$ cat config.mk
export PLATFORM = sky130hd
export DESIGN_NAME = player_key_ctrl
export DESIGN_NICKNAME = d
export VERILOG_FILES = /design/src/rtl/player_key_ctrl.sv
export SDC_FILE = /design/constraint.sdc
export NUM_CORES = 1
export LEC_CHECK = 0
export BUFFER_PORTS_ARGS = -buffer_cell sky130_fd_sc_hd__buf_2
export CORE_ASPECT_RATIO = 1.1
export CORE_MARGIN = 1.5
export CORE_UTILIZATION = 50
export DETAILED_ROUTE_END_ITERATION = 16
export PLACE_DENSITY = 0.69
export SLEW_MARGIN = 20
export SYNTH_ARGS = -nofsm -noshare
export SYNTH_HDL_FRONTEND = slang
export SYNTH_SLANG_ARGS = --single-unit
$ cat constraint.sdc
create_clock -name clk -period 4.25 [get_ports clk]
set_clock_uncertainty 0.2 [all_clocks]
set_input_delay 0.2125 -clock clk [delete_from_list [all_inputs] [get_ports clk]]
set_output_delay 0.2125 -clock clk [all_outputs]
set_load 0.005 [all_outputs]
$ cat src/rtl/player_key_ctrl.sv
// Keyboard-to-player control: turns make/brakk scan-code strobes into frame-aligned,
// active-low move requests and rate-limited one-clock fire pulses.
module player_key_ctrl #(
    parameter logic [8:0] KEY_LEFT             = 9'h06B,
    parameter logic [8:0] KEY_RIGHT            = 9'h074,
    parameter logic [8:0] KEY_FIRE             = 9'h029,
    parameter int         FIRE_COOLDOWN_FRAMES = 8,
    parameter int         HOLD_TIMEOUT_FRAMES  = 30
) (
    input  logic       clk,
    input  logic       resetN,
    input  logic       startOfFrame,
    input  logic [8:0] keyCode,
    input  logic       make,
    input  logic       brakk,
    output logic       moveLeft,
    output logic       moveRight,
    output logic       firePulse
);

    localparam logic [7:0] HOLD_LAST = 8'(HOLD_TIMEOUT_FRAMES - 1);
    localparam logic [7:0] COOL_LOAD = 8'(FIRE_COOLDOWN_FRAMES);

    logic       left_held;
    logic       right_held;
    logic       fire_held;
    logic       last_dir;
    logic       fire_pending;
    logic [7:0] left_cnt;
    logic [7:0] right_cnt;
    logic [7:0] cooldown;

    logic key_dn;
    logic key_up;
    logic left_dn;
    logic left_up;
    logic right_dn;
    logic right_up;
    logic fire_dn;
    logic fire_up;
    logic fire_now;
    logic left_nxt;
    logic right_nxt;

    // A cycle with both strobes high carries no usable event, so it decodes to nothing.
    assign key_dn   = make & ~brakk;
    assign key_up   = brakk & ~make;
    assign left_dn  = key_dn && (keyCode == KEY_LEFT);
    assign left_up  = key_up && (keyCode == KEY_LEFT);
    assign right_dn = key_dn && (keyCode == KEY_RIGHT);
    assign right_up = key_up && (keyCode == KEY_RIGHT);
    assign fire_dn  = key_dn && (keyCode == KEY_FIRE);
    assign fire_up  = key_up && (keyCode == KEY_FIRE);

    assign fire_now = startOfFrame && fire_pending && (cooldown == 8'd0);

    always_comb begin
        left_nxt  = 1'b1;
        right_nxt = 1'b1;
        case ({left_held, right_held})
            2'b10:   left_nxt  = 1'b0;
            2'b01:   right_nxt = 1'b0;
            2'b11: begin
                if (last_dir) right_nxt = 1'b0;
                else          left_nxt  = 1'b0;
            end
            default: ;
        endcase
    end

    always_ff @(posedge clk or negedge resetN) begin
        if (!resetN) begin
            left_held  <= 1'b0;
            right_held <= 1'b0;
            left_cnt   <= 8'd0;
            right_cnt  <= 8'd0;
            last_dir   <= 1'b0;
            moveLeft   <= 1'b1;
            moveRight  <= 1'b1;
        end else begin
            if (left_dn) begin
                left_held <= 1'b1;
                left_cnt  <= 8'd0;
            end else if (left_up) begin
                left_held <= 1'b0;
                left_cnt  <= 8'd0;
            end else if (startOfFrame && left_held) begin
                if (left_cnt == HOLD_LAST) begin
                    left_held <= 1'b0;
                    left_cnt  <= 8'd0;
                end else begin
                    left_cnt  <= left_cnt + 8'd1;
                end
            end

            if (right_dn) begin
                right_held <= 1'b1;
                right_cnt  <= 8'd0;
            end else if (right_up) begin
                right_held <= 1'b0;
                right_cnt  <= 8'd0;
            end else if (startOfFrame && right_held) begin
                if (right_cnt == HOLD_LAST) begin
                    right_held <= 1'b0;
                    right_cnt  <= 8'd0;
                end else begin
                    right_cnt  <= right_cnt + 8'd1;
                end
            end

            if (left_dn)       last_dir <= 1'b0;
            else if (right_dn) last_dir <= 1'b1;

            // Outputs sample the flags as they stood before this edge.
            if (startOfFrame) begin
                moveLeft  <= left_nxt;
                moveRight <= right_nxt;
            end
        end
    end

    always_ff @(posedge clk or negedge resetN) begin
        if (!resetN) begin
            fire_held    <= 1'b0;
            fire_pending <= 1'b0;
            cooldown     <= 8'd0;
            firePulse    <= 1'b0;
        end else begin
            firePulse <= fire_now;

            if (fire_now) begin
                fire_pending <= 1'b0;
                cooldown     <= COOL_LOAD;
            end else if (startOfFrame && (cooldown != 8'd0)) begin
                cooldown     <= cooldown - 8'd1;
            end

            // A fresh press only counts when no cooldown is running, including one starting now.
            if (fire_dn && !fire_held) begin
                fire_held <= 1'b1;
                if ((cooldown == 8'd0) && !fire_now) fire_pending <= 1'b1;
            end else if (fire_up) begin
                fire_held <= 1'b0;
            end
        end
    end

endmodule

## After elaboration in Yosys (flattened, before gate mapping)

Index checks and enable logic that the tools add are counted.

| operators by class | value |
|---|---|
| add/sub/neg operators | 3 |
| multipliers | 0 |
| divide/modulo/power cells | 0 |
| $lt $le $gt $ge | 0 |
| equal/unequal tests | 8 |
| shifts and indexed selects | 0 |
| muxes and demuxes | 29 |
| bitwise gates (word level) | 4 |
| reductions and logical operators | 26 |

Operators by type and width:

| operator | count |
|---|---|
| two-way mux 8 bit | 10 |
| == test 9 x 7 -> 1 bit, second input constant | 2 |
| two-way mux 1 bit | 17 |
| adder 8 x 1 -> 8 bit, second input constant | 2 |
| == test 8 x 5 -> 1 bit, second input constant | 2 |
| logical AND 1 bit | 13 |
| nonzero test 3 bit | 4 |
| == test 9 x 6 -> 1 bit, second input constant | 1 |
| logical NOT 8 bit | 1 |
| nonzero test 8 bit | 1 |
| subtractor 8 x 1 -> 8 bit, second input constant | 1 |
| nonzero test 2 bit | 3 |
| == test 2 bit, second input constant | 2 |
| case mux 1 bit (2 select lines) | 2 |
| AND reduction 2 bit | 2 |
| bitwise AND 1 bit | 2 |
| == test 2 x 1 -> 1 bit, second input constant | 1 |
| logical NOT 1 bit | 2 |
| NOT 1 bit | 2 |

| storage, ports and cells | value |
|---|---|
| bits in registers | 32 |
| bits in latches | 0 |
| bits in writable memories | 0 |
| bits in read-only memories | 0 |
| input bits | 14 |
| output and inout bits | 3 |
| logic and storage cells | 81 |
| memories kept | 0 |

## Logic depth before layout (Yosys ltp)

| logic depth | value |
|---|---|
| depth after elaboration | 6 |
| depth in mapped cells | 6 |
| mapped depth without buffers | 6 |

## Least setup slack after synthesis

OpenSTA, ideal clock, no wires.

| timing | value |
|---|---|
| path kind | reg-to-reg |
| start point | register left_cnt[1] |
| end point | register left_held |
| setup time | 0.118 ns |
| data arrival time | 1.575 ns |
| data required time | 3.932 ns |
| path slack | 2.357 ns |
| cell stages (with the launch flop) | 7 |
| path buffers | 0 |
| clock period less this slack | 1.893 ns |
| cell sequence | dfrtp_1 > inv_1 > ha_1 > nor4b_1 > and2_1 > a21oi_2 > a21o_1 |

| on the way | value |
|---|---|
| word-level cells in the longest chain between the ends | 3 |

Ends and longest elaborated chain:

| what | RTL line | RTL |
|---|---|---|
| start, declared | 29 | `logic [7:0] left_cnt;` |
| start signal, assigned | 92 | `left_cnt <= left_cnt + 8'd1;` |
| == test 8 x 5 -> 1 bit | 88 | `if (left_cnt == HOLD_LAST) begin` |
| nonzero test 3 bit (no line) | -- |  |
| AND reduction 2 bit (no line) | -- |  |
| end signal, assigned | 82 | `left_held <= 1'b1;` |
| end signal, assigned | 85 | `left_held <= 1'b0;` |
| end signal, assigned | 89 | `left_held <= 1'b0;` |
| end, declared | 24 | `logic left_held;` |

No other way between the ends.
A chain may end at the register's enable or synchronous reset.

## Final worst setup path

Ends and elaborated chain as after synthesis.

==> summary.md <==
| Metric | Value |
|---|---|
| Yosys warns | 0 |
| HP Class | primary input to flop |
| Max Freq | 455 MHz |
| Num CTS Buffers | 5 |
| Synth cell count leaders | 30 x dfrtp_1, 16 x a21oi_1, 16 x nor2_1 |
| Share of cells above drive strength 1 | 16.7% |
| Final hold viol count | 0 |
| Critical Path AT | 2230 ps |
| Req. time, crit path | 4280 ps |
| Synth area leader | dfrtp_1 |
| Destination of the worst hold path | fire_held |
| Share of the synthesized area in the top cell type | 42.1% |
| Power density over cell area | 453 mW/mm² |
| # fillers | 304 |
| Placed Cells incl. Taps | 247 |
| Post-Route Utilization | 58.6% |
| Worst-Skew Late Latency | 330 ps |
| Post-synthesis async set-or-reset flop share | 100% |
| First-pass GRT wire length | 6040 µm |
| Post-synth top flop | dfrtp_1 |
| Post-route non-filler standard cell count | 257 |
| Slew headroom | 48.7% |
| Reg-to-Reg Start | left_cnt[1] |
| NumNets Final | 227 |
| Final period util | 51.8% |
| Crit path cell chain | inv_1, ha_1, nor4b_1, and2_1, a21oi_2, a21o_1 |
| Clock Sinks | 32 |
| Hold WS | 21.5 ps |
| CP Launch Type | flop |
| Syn Std Cell Area | 0.00178 mm² |
| Root Buffer | clkbuf_4 |
| Die width | 59.9 µm |
| R2R Setup Slk | 2050 ps |
| Clock transition at path regs | 100 ps |
| HPWL after DPL | 2550 µm |
| Yosys cell types | 48 |
| Synthesized Nets | 207 |
| Mapped Cells | 188 |
| Register area share after synthesis | 45.1% |
| Ant diodes | 0 |
| Worst Max-Slew Pin Slew | 759 ps |
| RSZ-0062 raised after global routing | no |
| Reg2Reg Depth | 6 |
| Vias in the first global route | 1417 |
| Worst r2r dst | left_held |
| Leak pwr | 0.958 nW |
| Vias | 1471 |
| Avg WL per Cell | 13.7 µm |
| DRC violations left | 0 |
| Die Y | 65.6 µm |
| Kind of critical path | flop to flop |
| Routed Antenna Nets | 0 |
| # Max-Cap Violations | 0 |
| FF/Latch Area | 803 µm² |
| Placer Congestion | 0.877 |
| Via-per-instance ratio | 5.72 |
| Synth Register Bits | 32 |
| Detailed Route WL | 3520 µm |
| Core ar. | 0.00339 mm² |
| Design Power | 0.900 mW |
| Avg Cell Area, Syn | 9.48 µm² |
| Htree depth | 2 |
| EDFF count, synth | 0 |
| Area of the multi-input gates | 926 µm² |
| Top-count cell post-synth | dfrtp_1 |
| WHS Path Cells | 4 |
| Initial Util | 52.7% |
| Maximum buffer depth of the clock tree | 2 |
| I/O pins | 17 |
| Area contributors post-synth | dfrtp_1 42%, a21oi_1 4.5%, ha_1 3.5%, nor2_1 3.4%, nand2_1 3.2% |
| Status | finished clean |
| Die ar. | 0.00393 mm² |
| Critical Path Sink Type | flop |
| Slew Limit Fails | 0 |
| Area grow syn2layout | 11.3% |
| Slowest cell on the critical path | nor4b_1 |
| DRT iter0 DRCs | 86 |
| IO buf count | 16 |
| Initial antenna violation count | 0 |
| CP peak stage delay | 620 ps |
| TritonCTS clock tree | built |
| Gr ovfl total | 0 |
| Final setup violation count | 0 |
| Core Rows | 22 |
| Crit path time final | 2200 ps |
| Gr usage total | 20.3% |
| Worst vdd ir | 0.261 mV |
| Hold path start | brakk |
| Worst Path Max Fanout | 7 |
| Pre-antenna DRT Iters | 4 |
| Largest net degree at the start of global routing | 33 |
| Setup TNS | 0 ps |
-- metal layers --
| metal | track usage (%) | part of all wire, % | vias to the layer above |
|---|---|---|---|
| met5 | 0 | 0 | - |
| met4 | 7.78 | 1.6 | 0 |
| met3 | 5.51 | 4.1 | 7 |
| met2 | 32.5 | 48 | 33 |
| met1 | 26.0 | 46 | 711 |
| li1 | - | - | 720 |
-- stage by stage --
stage	setup WS (ps)	area (µm²)
CTS	2090	1980
detailed placement	2110	1900
global placement	2210	1900
floorplan	2360	1780
global route	1890	1980
finish	2050	1980
-- worst max-delay path: cells and delay by family (launching register included) --
kind,cells,cell delay [ps]
buf+inv,1,90
fa+ha+maj,1,150
compound gates,2,260
simple gates,2,930
flops,1,470
-- placed cells by master, fill, tap and decap left out, types with 2 or more instances in the layout --
master	n
nand2b_1	3
and3_1	6
clkbuf_4	5
nor3_1	6
nor4b_1	2
a21o_1	3
buf_2	16
clkinv_2	2
ha_1	5
nand2_1	15
dlygate4sd3_1	2
or4b_1	2
nand3_1	5
inv_1	9
mux2i_1	3
nor2_1	16
and2_1	2
a21oi_1	16
nand4_1	9
mux2_2	2
o211a_1	2
dfrtp_1	30
o21ai_0	9
nor2b_1	5
or3_1	4
dfstp_2	2
xor2_1	4
-- area by class of cell --
class | instances | share of cell area [%]
Inverter | 9 | 1.70
Sequential cell | 32 | 40.5
Tap cell | 48 | 3.03
Timing Repair Buffer | 18 | 5.04
Clock buffer | 6 | 2.59
Clock inverter | 2 | 0.504
Multi-Input combinational cell | 142 | 46.7
-- kinds of logic after synthesis --
kind of cell | Yosys count | synth area share (%)
DFF | 32 | 45.1
xor gates and xnor gates | 5 | 2.46
AOI/OAI and AO/OA | 41 | 14.3
and+or+nand+nor | 86 | 28.7
buffers and inverters | 14 | 3.02
adders and majority gates | 5 | 3.51
muxes | 5 | 2.95
-- power breakdown --
group	internal, mW	switching, mW	leakage [nW]
Clock	0.0786	0.0994	0.0380
Sequential	0.378	0.0852	0.403
Combinational	0.118	0.141	0.517
-- how the worst max path moves through the flow --
stage / start / to / slack, ps / depth (start not counted)
2_1_floorplan: left_cnt[1] / left_held / 2360 / 6
3_3_place_gp: left_cnt[1] / left_held / 2210 / 6
3_5_place_dp: left_cnt[0] / left_held / 2110 / 5
4_1_cts: left_cnt[0] / left_held / 2090 / 5
5_1_grt: left_cnt[0] / left_held / 1890 / 5
6_report: left_cnt[1] / left_held / 2050 / 6
-- sequential cells by signal, summed over array words and instances (netlist names), named ones only --
signal / count
firePulse: 1
right_cnt: 8
fire_held: 1
right_held: 1
left_held: 1
last_dir: 1
cooldown: 8
left_cnt: 8
moveLeft: 1
moveRight: 1
-- repair_timing --
| action | 4_1_cts | 5_1_grt |
|---|---|---|
| setup endpoints to repair | 0 | 0 |
| endpoints found under the hold margin | 31 | 0 |
| setup buffers | 0 | 0 |
| hold buffers | 2 | 0 |
| resized for setup | 0 | 0 |
Note: power is estimated with default switching activity, not from simulation.
